$ cat src/rtl/regfile_pkg.sv
// Shared definitions for the register-file write path.
// Provides the default register-file geometry, the write-controller state
// encoding and the round-robin priority encoding.
package regfile_pkg;

  localparam int RF_DATA_W = 16;
  localparam int RF_ADR_W  = 3;
  localparam int RF_NREGS  = 1 << RF_ADR_W;

  typedef enum logic {
    ST_INIT = 1'b0,
    ST_RUN  = 1'b1
  } wr_state_t;

  // Which requester gets the next tie-break.
  localparam logic PRIO_A = 1'b0;
  localparam logic PRIO_B = 1'b1;

endpackage : regfile_pkg

$ cat src/rtl/regfile_write_arbiter_rr_arb2.sv
// rr_arb2: two-way round-robin arbiter.
// Ports:
//   clk, reset  - clock, asynchronous active-high reset
//   req[1:0]    - request vector, bit 0 = A, bit 1 = B
//   enable      - when low no grant is issued and priority is frozen
//   gnt[1:0]    - combinational grant, one-hot or zero
// Priority flips to the other requester after each grant, so two
// continuously requesting clients alternate.
module rr_arb2
  import regfile_pkg::*;
(
  input  logic       clk,
  input  logic       reset,
  input  logic [1:0] req,
  input  logic       enable,
  output logic [1:0] gnt
);

  logic prio_q;

  // A lone requester wins outright; the priority bit only breaks ties.
  assign gnt[0] = enable & req[0] & (~req[1] | (prio_q == PRIO_A));
  assign gnt[1] = enable & req[1] & (~req[0] | (prio_q == PRIO_B));

  // NOTE: sequential state uses non-blocking assignments so every register
  // samples the pre-edge values, independent of process evaluation order.
  always_ff @(posedge clk or posedge reset) begin
    if (reset) begin
      prio_q <= PRIO_A;
    end else if (gnt[0]) begin
      prio_q <= PRIO_B;
    end else if (gnt[1]) begin
      prio_q <= PRIO_A;
    end
  end

endmodule : rr_arb2

$ cat src/rtl/regfile_write_arbiter.sv
// regfile_write_arbiter: owns the single register-file write port and shares
// it between requester A (ALU writeback) and requester B (load return).
// After reset it first writes INIT_VAL to every register (INIT), then
// arbitrates round-robin between A and B (RUN).
// Ports:
//   clk, reset                    - clock, asynchronous active-high reset
//   a_valid/a_adr/a_data/a_ready  - requester A handshake (ready is combinational)
//   b_valid/b_adr/b_data/b_ready  - requester B handshake (ready is combinational)
//   W_Adr, we, W                  - registered register-file write port
//   busy                          - high while the init sequence runs
module regfile_write_arbiter
  import regfile_pkg::*;
#(
  parameter int                DATA_W    = RF_DATA_W,
  parameter int                ADR_W     = RF_ADR_W,
  parameter logic [DATA_W-1:0] INIT_VAL  = '0,
  parameter bit                SKIP_INIT = 1'b0
) (
  input  logic              clk,
  input  logic              reset,
  input  logic              a_valid,
  input  logic [ADR_W-1:0]  a_adr,
  input  logic [DATA_W-1:0] a_data,
  output logic              a_ready,
  input  logic              b_valid,
  input  logic [ADR_W-1:0]  b_adr,
  input  logic [DATA_W-1:0] b_data,
  output logic              b_ready,
  output logic [ADR_W-1:0]  W_Adr,
  output logic              we,
  output logic [DATA_W-1:0] W,
  output logic              busy
);

  localparam wr_state_t RESET_STATE = SKIP_INIT ? ST_RUN : ST_INIT;

  wr_state_t         state_q, state_d;
  logic [ADR_W-1:0]  cnt_q, cnt_d;
  logic              we_d;
  logic [ADR_W-1:0]  adr_d;
  logic [DATA_W-1:0] data_d;

  logic              arb_en;
  logic [1:0]        gnt;
  logic [ADR_W-1:0]  win_adr;
  logic [DATA_W-1:0] win_data;

  // Readies stay low while reset is held, even when SKIP_INIT puts the
  // state register straight into RUN.
  assign arb_en = (state_q == ST_RUN) && !reset;
  assign busy   = (state_q == ST_INIT);

  rr_arb2 u_arb (
    .clk    (clk),
    .reset  (reset),
    .req    ({b_valid, a_valid}),
    .enable (arb_en),
    .gnt    (gnt)
  );

  assign a_ready = gnt[0];
  assign b_ready = gnt[1];

  // Write-data mux: grants are mutually exclusive, so B is selected only
  // when it holds the grant.
  assign win_adr  = gnt[1] ? b_adr  : a_adr;
  assign win_data = gnt[1] ? b_data : a_data;

  // NOTE: every signal driven here gets a default first, so no path can
  // leave one unassigned and infer a latch.
  always_comb begin
    state_d = state_q;
    cnt_d   = cnt_q;
    we_d    = 1'b0;
    adr_d   = W_Adr;
    data_d  = W;
    unique case (state_q)
      ST_INIT: begin
        we_d   = 1'b1;
        adr_d  = cnt_q;
        data_d = INIT_VAL;
        cnt_d  = cnt_q + 1'b1;
        // The edge that writes the last register also enters RUN; cnt wraps
        // back to 0, ready for the next reset-free restart.
        if (cnt_q == '1) begin
          state_d = ST_RUN;
        end
      end
      ST_RUN: begin
        if (gnt != 2'b00) begin
          we_d   = 1'b1;
          adr_d  = win_adr;
          data_d = win_data;
        end
      end
      default: state_d = RESET_STATE;
    endcase
  end

  always_ff @(posedge clk or posedge reset) begin
    if (reset) begin
      state_q <= RESET_STATE;
      cnt_q   <= '0;
      we      <= 1'b0;
      W_Adr   <= '0;
      W       <= '0;
    end else begin
      state_q <= state_d;
      cnt_q   <= cnt_d;
      we      <= we_d;
      W_Adr   <= adr_d;
      W       <= data_d;
    end
  end

endmodule : regfile_write_arbiter

$ cat config.mk
export PLATFORM = sky130hd
export DESIGN_NAME = regfile_write_arbiter
export DESIGN_NICKNAME = d
export VERILOG_FILES = /design/src/rtl/regfile_pkg.sv /design/src/rtl/regfile_write_arbiter_rr_arb2.sv /design/src/rtl/regfile_write_arbiter.sv
export SDC_FILE = /design/constraint.sdc
export NUM_CORES = 1
export LEC_CHECK = 0
export ABC_AREA = 1
export BUFFER_PORTS_ARGS = -buffer_cell sky130_fd_sc_hd__buf_2
export CAP_MARGIN = 20
export CORE_UTILIZATION = 40
export CTS_BUF_LIST = sky130_fd_sc_hd__clkbuf_4
export DETAILED_ROUTE_END_ITERATION = 8
export HOLD_SLACK_MARGIN = 0.06
export PLACE_DENSITY = 0.72
export RECOVER_POWER = 25
export SLEW_MARGIN = 20
export SYNTH_ARGS = -nofsm -noshare
export SYNTH_HDL_FRONTEND = slang
export SYNTH_SLANG_ARGS = --single-unit
$ cat constraint.sdc
create_clock -name clk -period 2.1 [get_ports clk]
set_input_delay 0.525 -clock clk [delete_from_list [all_inputs] [get_ports clk]]
set_output_delay 0.525 -clock clk [all_outputs]
set_load 0.005 [all_outputs]
-- After elaboration in Yosys (flattened, before gate mapping)
Cells that the tools add are included.
- output and inout port bits: 23
- flip-flop bits (word level): 25
- logic and storage cells: 34
- bits of input ports: 42
- latch bits: 0
- memory bits (writable): 0
- memory bits (read-only): 0
- memories: 0
- shift-type cells: 0
- multiplexer cells: 12
- reduce and logical (&&, ||, !) cells: 3
- multipliers: 0
- order comparisons: 0
- divide/modulo/power cells: 0
- bitwise gates (word level): 10
- add/subtract/negate cells: 1
- equal/unequal tests: 2
- operators by type and width (kind ; number):
    two-way mux 16 bit ; 2
    one-hot mux 16 bit (2 select lines) ; 1
    two-way mux 3 bit ; 2
    one-hot mux 3 bit (2 select lines) ; 1
    two-way mux 1 bit ; 5
    AND 1 bit ; 4
    NOT 1 bit ; 4
    adder 3 x 1 -> 3 bit, second input constant ; 1
    == test 3 bit, second input constant ; 1
    inequality test 2 x 1 -> 1 bit, second input constant ; 1
    OR 1 bit ; 2
    one-hot mux 1 bit (2 select lines) ; 1
    nonzero test 2 bit ; 1
    logical AND 1 bit ; 1
    zero test 1 bit ; 1

-- Logic depth before layout (Yosys ltp)
Gate-level depths: netlist (run 1).
- depth after elaboration: 7
- gate-level depth with buffers: 10
- depth with buffers taken out: 8

-- Modules after synthesis
A second synthesis (run 1) with hierarchy kept.
- cell total of the unflattened synthesis: 182
- area total of the unflattened synthesis: 1305.0 um^2
- modules (own cells, without submodules) (module ; area each (um^2) ; instances ; cells each ; seq. area each (um^2)):
    regfile_write_arbiter ; 1237.4 ; 1 ; 170 ; 600.6
    rr_arb2 ; 67.6 ; 1 ; 12 ; 25.0

-- Least setup slack after synthesis (run 1)
OpenSTA, ideal clock, no wires.
- path kind: input port to output port
- from: in reset
- to: out a_ready
- setup slack: 161 ps
- buffers on the path: 0
- data required time: 1575 ps
- data arrival time: 1414 ps
- cell stages on the path: 3
- path through: inv_1 nand4_4 inv_1
- longest elaborated chain between the ends: 4
- ends and longest elaborated chain (item ; RTL line ; text):
    from (decl) ; regfile_write_arbiter.sv:20 ; input logic reset,
    zero test 1 bit (no line) ; - ;
    logical AND 1 bit ; regfile_write_arbiter.sv:50 ; assign arb_en = (state_q == ST_RUN) && !reset;
    AND 1 bit (2 in series) ; regfile_write_arbiter_rr_arb2.sv:22 ; assign gnt[0] = enable & req[0] & (~req[1] | (prio_q == PRIO_A));
    to (decl) ; regfile_write_arbiter.sv:24 ; output logic a_ready,
No other way between the ends.

-- Worst setup path after layout (run 1)
- from: reg u_arb.prio_q
- to: out b_ready
- longest elaborated chain between the ends: 2
- ends and longest elaborated chain (item ; RTL line ; text):
    from (decl) ; regfile_write_arbiter_rr_arb2.sv:19 ; logic prio_q;
    from (signal assigned) ; regfile_write_arbiter_rr_arb2.sv:29 ; prio_q <= PRIO_A;
    from (signal assigned) ; regfile_write_arbiter_rr_arb2.sv:31 ; prio_q <= PRIO_B;
    from (signal assigned) ; regfile_write_arbiter_rr_arb2.sv:33 ; prio_q <= PRIO_A;
    OR 1 bit ; regfile_write_arbiter_rr_arb2.sv:23 ; assign gnt[1] = enable & req[1] & (~req[0] | (prio_q == PRIO_B));
    AND 1 bit ; regfile_write_arbiter_rr_arb2.sv:23 ;
    to (decl) ; regfile_write_arbiter.sv:28 ; output logic b_ready,
No other way between the ends.

==> flow_summary.ini, run 1 <==
[run_status]
status = completed

[placed_design]
io_buffers = 64
gp_congestion = 0.751
place_hpwl_um = 2120

[critical_path]
cp_top_family = flip-flops
critPathMaxStageDelay_ns = 0.41
cp_cell_sequence = inv_1, nand2_1, nand3_4, clkinv_2, buf_2
cp-start-kind = flop
worst-path-buf-inv = 3
criticalPathCategory = flop to output pin
slowest_stage = dfrtp_1
ff2ff_path_depth = 6
path_depth = 5
path_max_fanout = 22
end_kind = output pin
worstPathArrival_ns = 1.33
cp.required_ns = 1.57

[flow_run]
maxCapViolCount = 0

[route]
via_count = 1186
wl_per_cell_um = 11.2
remaining_drc_errors = 0
via_per_inst = 4.67
wl_um = 2860
drtIter0Drc = 51
postRouteAntennaNets = 0
drt_first_pass_iters = 4

[timing]
rsz0062_at_grt = false
max-slew-margin-rel_pct = 12.3
setup-tns-final_ns = 0
setup_viol = 0
worstMarginPinSlew_ns = 1.32
max_freq_mhz = 538
min_period_ns = 1.86
fin_crit_sh_pct = 88.6
slew_violations = 0
clock_skew_ns = 0.00968
hold_violations = 0
hold_slack_ns = 0.446

[global_route]
grt_pass1_vias = 1198
grt_first_pass_wirelength_um = 5170
overflow = 0
use_met2_pct = 32.3
grtUsageMet3_pct = 2.90
grt.total_usage_pct = 19.8
grt_max_degree = 26
busiest_layer = met2
antenna_found_initial = 0
met1_usage_pct = 27.5

[floorplanning]
dieWidth_um = 58.2
start_util_pct = 41.7
num_io_pins = 65
std_cell_rows = 20
dieArea_um2 = 3380
core-area_um2 = 3030
die_y_um = 58.2

[yosys]
syn_area_per_cell_um2 = 8.64
synth_cell_types = 21
yosys-top-cells-count = nand2_1 (39), dfrtp_1 (25), o21ai_0 (17)
netlist_instances = 146
yosys_warnings = 0
synth_top_area_share_pct = 49.6
syn_area_um2 = 1260
yosys_register_bits = 25
ys_seq_area_share_pct = 49.6
synth_most_common_cell = nand2_1
synth_edf_count = 0
synthArstFlopShare_pct = 100
synthTopCellsByArea = dfrtp_1 (50%), nand2_1 (12%), o21ai_0 (6.7%)
synth_ff_type = dfrtp_1
synth_area_leader_cell = dfrtp_1
synth_fp_nets = 190

[cts]
root_buffer = clkbuf_4
post_cts.repair.setup_buffers = 0
htree_num_levels = 1
clockBufferDepth = 2
cts_resized = 0
postCtsHoldBufs = 0
clk-insertion-delay-late_ns = 0.32
numClockSinks = 25
cts_buffers = 3
tritoncts = yes
path_clk_slew_ns = 0.15

[hold_path]
hold_class = input port to flop
min_path_cells = 3

[power]
p_leak_nw = 0.887
powerDensity_nw_per_um2 = 709
vdd_ir_drop_max_uv = 279
power_mw = 1.15

[layout]
area_growth_pct = 28.1
drive_above_1_share_pct = 38.1
fillers = 327
nets = 255
n_antenna_cell = 0
## through the flow
step	setup slack, ns	cells	util [%]	cell area [um2]
CTS	0.221	254	53.5	1620
detailed placement	0.354	250	52.5	1590
global route	0.129	254	53.3	1620
global placement	0.378	250	52.5	1590
floorplan	0.161	146	-	1260
finish	0.240	254	53.3	1620
## final cells by class
| type | instances | area (um2) | area share, % |
|---|---|---|---|
| well taps | 44 | 55.1 | 3.41 |
| inverters | 11 | 47.5 | 2.94 |
| clock inverters | 1 | 7.51 | 0.465 |
| clock buffers | 3 | 22.5 | 1.39 |
| repair buffers | 67 | 338 | 20.9 |
| flip-flops and latches | 25 | 626 | 38.7 |
| multi-input cells | 103 | 519 | 32.1 |
## worst register-to-register path: cells and delay by family, from the launching register on
| kind | cells | cell delay, ns |
|---|---|---|
| buf+inv | 1 | 0.08 |
| simple gates | 3 | 0.62 |
| compound gates | 2 | 0.29 |
| flops | 1 | 0.41 |
## path summary, 6_finish.rpt
| path | endpoint | startpoint | slack (ns) |
|---|---|---|---|
| setup / recovery | b_ready | u_arb.prio_q | 0.24 |
| hold / removal | W[7] | a_data[7] | 0.45 |
| setup reg to reg | W[2] | state_q | 0.63 |
| hold reg to reg | W[0] | W[0] | 0.50 |
| max in group asynchronous | u_arb.prio_q | reset | 0.55 |
| min in group asynchronous | W[8] | reset | 0.78 |
## metal layers
metal	wire (um)	part of all wire [%]
met2	1320	46
met5	0	0
met1	1380	48
met3	141	4.9
met4	15	0.53
## power breakdown
part | switching (mW) | internal [mW] | leakage, nW
clock network | 0.152 | 0.0727 | 0.0139
logic | 0.166 | 0.145 | 0.567
registers | 0.0441 | 0.566 | 0.306
## state kept, by name (all words and copies together), names as in the netlist
signal,cells
W,16
W_Adr,3
we,1
cnt_q,3
u_arb.prio_q,1
state_q,1
## logic make-up (layout without fill, tap and decap cells)
group	Yosys count	after routing	share of synthesized area (%)
compound gates	33	33	13.4
buf+inv	18	82	9.23
flops	25	25	49.6
simple gates	68	68	25.8
fa+ha+maj	2	2	1.98
## placed cells by master (no fill, tap or decap)
| cell type | count |
|---|---|
| buf_2 | 63 |
| nand2_1 | 39 |
| dfrtp_1 | 25 |
| o21ai_0 | 17 |
| nor2_1 | 16 |
| o21ai_1 | 15 |
| inv_1 | 8 |
| nand3_1 | 5 |
| clkbuf_4 | 3 |
| inv_4 | 2 |
| or2_2 | 2 |
| ha_1 | 2 |
| clkbuf_1 | 2 |
| buf_4 | 2 |
| nor2_8 | 1 |
| nand3_4 | 1 |
| nand4_4 | 1 |
| nand3_2 | 1 |
| clkinv_2 | 1 |
| nand2_2 | 1 |
| o21ai_2 | 1 |
| nand4_1 | 1 |
| clkinvlp_4 | 1 |
Power figures use the tool's default switching activity.
==> run 2: changes to the inputs <==
Settings changed: PLACE_DENSITY 0.72 to 0.69.
==> flow_summary.ini, run 2 (synthesis gave the netlist of run 1 again) <==
[layout]
fillers = 299
nets = 256
n_antenna_cell = 0
drive_above_1_share_pct = 38.4
regMostFlops = W
top_regs = W x16, W_Adr x3, cnt_q x3
largest_reg_flops = 16
area_growth_pct = 28.5
layout_common_cells = buf_2 (63), nand2_1 (39), dfrtp_1 (25)
final_common_cell = buf_2

[timing]
hold_violations = 0
clock_skew_ns = 0.00475
setup_viol = 0
layout_setup_ws_ns = 0.313
fin_crit_sh_pct = 85.1
worstMarginPinSlew_ns = 1.33
slew_violations = 0
setup-tns-final_ns = 0
rsz0062_at_grt = false
min_period_ns = 1.79
max_freq_mhz = 560
max-slew-margin-rel_pct = 11.6

[cts]
numClockSinks = 25
root_buffer = clkbuf_4
clockBufferDepth = 2
htree_num_levels = 1
tritoncts = yes
path_clk_slew_ns = 0.13
postCtsHoldBufs = 0
post_cts.repair.setup_buffers = 0
clk-insertion-delay-late_ns = 0.31
cts_resized = 0
cts_buffers = 3

[route]
postRouteAntennaNets = 0
wl_um = 2750
remaining_drc_errors = 0
drtIter0Drc = 41
via_per_inst = 4.52
drt_first_pass_iters = 4
wl_per_cell_um = 10.8
via_count = 1153

[global_route]
grt_first_pass_wirelength_um = 4750
grt_pass1_vias = 1085
grt.total_usage_pct = 18.3
antenna_found_initial = 0
grt_max_degree = 26
overflow = 0

[floorplanning]
start_util_pct = 41.7
std_cell_rows = 20
core-area_um2 = 3030
die_y_um = 58.2
dieArea_um2 = 3380
num_io_pins = 65
dieWidth_um = 58.2

[critical_path]
cp-start-kind = flop
crit-reg2reg-capture = W[13]
worstReg2RegStart = state_q
ff2ff_path_depth = 6
cp.required_ns = 1.57
criticalPathCategory = flop to output pin
r2r_slack_ns = 0.70
worstPathArrival_ns = 1.26
end_kind = output pin
path_max_fanout = 13

[run_status]
status = completed

[hold_path]
min_path_cells = 3
holdPathEnd = W[5]
hold_path.startpoint = a_data[5]
hold_class = input port to flop

[power]
vdd_ir_drop_max_uv = 488
comb_power_share_pct = 27.6
powerDensity_nw_per_um2 = 699
power_switching_mw = 0.347
p_leak_nw = 0.895
seqPwrFrac_pct = 53.7
power_switching_share_pct = 30.7
power_mw = 1.13
p_clk_share_pct = 18.7
internal-power_mw = 0.785

[placed_design]
gp_congestion = 0.793
place_hpwl_um = 2020
post-place-ws_ns = 0.440
io_buffers = 64

[flow_run]
maxCapViolCount = 0
## run 2: cell types whose count changed in the layout (fill, tap and decap cells not counted)
cell / before / now
buf_4: 2 / 3
clkinv_2: 1 / 2
clkinvlp_4: 1 / 0
## run 2: layout make-up
class,instances,area [um2],area share (%)
Timing Repair Buffer,68,345,21.3
Clock inverter,1,5.00,0.309
Clock buffer,3,22.5,1.39
Multi-Input combinational cell,103,519,32.0
Inverter,11,47.5,2.93
Tap cell,44,55.1,3.40
Sequential cell,25,626,38.6
## run 2: power groups by stage
stage	clock network, mW	registers (mW)	logic [mW]
floorplan	0	0.626	0.165
global placement	0	0.614	0.320
detailed placement	0	0.617	0.320
CTS	0.221	0.607	0.321
global route	0.241	0.617	0.359
finish	0.211	0.608	0.313
## run 2: stage by stage
stage	area, um2	hold slack [ns]	utilization [%]	std cells
2_1_floorplan	1260	0.466	-	146
3_3_place_gp	1600	0.462	52.8	251
3_5_place_dp	1600	0.464	52.8	251
4_1_cts	1630	0.374	53.7	255
5_1_grt	1620	0.447	53.5	255
6_report	1620	0.454	53.5	255
## run 2: worst max-delay path, cell delays in order, from the launching register on
cell,delay (ns)
dfrtp_1,0.41
inv_1,0.07
nand2_1,0.09
nand3_4,0.17
clkinv_2,0.07
buf_2,0.13
## run 2: how the worst max path moves through the flow
stage                            start  endpoint  slack [ns]  cells past startpoint
after floorplan                  reset   a_ready        0.16                      3
after global placement           reset   b_ready        0.45                      5
after detailed placement         reset   b_ready        0.44                      5
after CTS                      state_q   b_ready        0.30                      5
after global routing      u_arb.prio_q   b_ready        0.22                      5
final                     u_arb.prio_q   b_ready        0.31                      5
## run 2: metal layers
| metal | global-route usage [%] | wire length [um] |
|---|---|---|
| met3 | 4.91 | 175 |
| met4 | 4.08 | 18 |
| met5 | 0 | 0 |
| met2 | 31.2 | 1280 |
| met1 | 23.4 | 1280 |
==> run 3: changes to the inputs <==
Settings changed: RECOVER_POWER 25 to 50.
==> flow_summary.ini, run 3 (synthesis gave the netlist of run 1 again) <==
[timing]
hold_slack_ns = 0.454
worstMarginPinSlew_ns = 1.33
max_freq_mhz = 560
max-slew-margin-rel_pct = 11.6
clock_skew_ns = 0.00468
hold_violations = 0
setup_viol = 0
rsz0062_at_grt = false
setup-tns-final_ns = 0
layout_setup_ws_ns = 0.314
min_period_ns = 1.79
slew_violations = 0
fin_crit_sh_pct = 85.0

[route]
wl_per_cell_um = 10.8
via_per_inst = 4.52
postRouteAntennaNets = 0
drtIter0Drc = 41
drt_first_pass_iters = 4
via_count = 1152
remaining_drc_errors = 0
wl_um = 2750

[flow_run]
maxCapViolCount = 0

[cts]
postCtsHoldBufs = 0
post_cts.repair.setup_buffers = 0
htree_num_levels = 1
cts_buffers = 3
tritoncts = yes
clockBufferDepth = 2
root_buffer = clkbuf_4
cts_resized = 0
numClockSinks = 25
path_clk_slew_ns = 0.13
clk-insertion-delay-late_ns = 0.31

[run_status]
status = completed

[floorplanning]
die_y_um = 58.2
num_io_pins = 65
start_util_pct = 41.7
dieArea_um2 = 3380
std_cell_rows = 20
dieWidth_um = 58.2
core-area_um2 = 3030

[layout]
regMostFlops = W
fillers = 300
largest_reg_flops = 16
top_regs = W x16, W_Adr x3, cnt_q x3
n_antenna_cell = 0
drive_above_1_share_pct = 37.9
final_util_pct = 53.5
layout_common_cells = buf_2 (62), nand2_1 (39), dfrtp_1 (25)
final_common_cell = buf_2
area_growth_pct = 28.4
nets = 256

[critical_path]
r2r_slack_ns = 0.70
path_max_fanout = 13
cp.required_ns = 1.57
crit-reg2reg-capture = W[13]
ff2ff_path_depth = 6
criticalPathCategory = flop to output pin
worstPathArrival_ns = 1.26
end_kind = output pin
cp-start-kind = flop
worstReg2RegStart = state_q

[global_route]
grt_max_degree = 26
overflow = 0
antenna_found_initial = 0
grt_pass1_vias = 1085
grt.total_usage_pct = 18.3
grt_first_pass_wirelength_um = 4750

[hold_path]
hold_class = input port to flop
holdPathEnd = W[5]
min_path_cells = 3
hold_path.startpoint = a_data[5]

[placed_design]
io_buffers = 64
post-place-ws_ns = 0.440
place_hpwl_um = 2020
gp_congestion = 0.793

[power]
p_leak_nw = 0.892
powerDensity_nw_per_um2 = 699
vdd_ir_drop_max_uv = 488
[run 3: changes by cell type in the layout (fill, tap and decap cells not counted)]
cell / change
clkbuf_1: +1
buf_2: -1
[run 3: worst max path at each step]
stage	start	end	slack (ns)	cells after the start
finish	u_arb.prio_q	b_ready	0.31	5
detailed placement	reset	b_ready	0.44	5
CTS	state_q	b_ready	0.30	5
global route	u_arb.prio_q	b_ready	0.22	5
floorplan	reset	a_ready	0.16	3
global placement	reset	b_ready	0.45	5
[run 3: final cells by class]
class                           instances  area (um2)  share of cell area (%)
Clock inverter                          1        5.00                   0.309
Tap cell                               44        55.1                    3.40
Multi-Input combinational cell        103         519                    32.1
Sequential cell                        25         626                    38.6
Clock buffer                            3        22.5                    1.39
Inverter                               11        47.5                    2.94
Timing Repair Buffer                   68         344                    21.3
[run 3: worst max-delay path, cell delays in order, from the launching register on]
cell and delay, ns:
dfrtp_1 0.41, inv_1 0.07, nand2_1 0.09, nand3_4 0.17, clkinv_2 0.07, buf_2 0.13
[run 3: metrics by stage]
stage,area [um2],total power [mW],cells
after floorplan,1260,0.791,146
after global placement,1600,0.934,251
after detailed placement,1600,0.938,251
after CTS,1630,1.15,255
after global routing,1620,1.22,255
final,1620,1.13,255
[run 3: layer usage]
metal  track usage [%]  share of wire (%)  wire [um]  vias to the layer above
li1                  -                  -          -                      601
met1              23.4                 47       1280                      511
met2              31.2                 46       1280                       38
met3              4.91                6.4        175                        2
met4              4.08               0.65         18                        0
met5                 0                  0          0                        -
[run 3: power by group]
part	leakage, nW	internal (mW)	switching [mW]
combinational	0.568	0.147	0.165
sequential	0.306	0.566	0.0420
clock	0.0177	0.0712	0.140
total	0.892	0.784	0.348
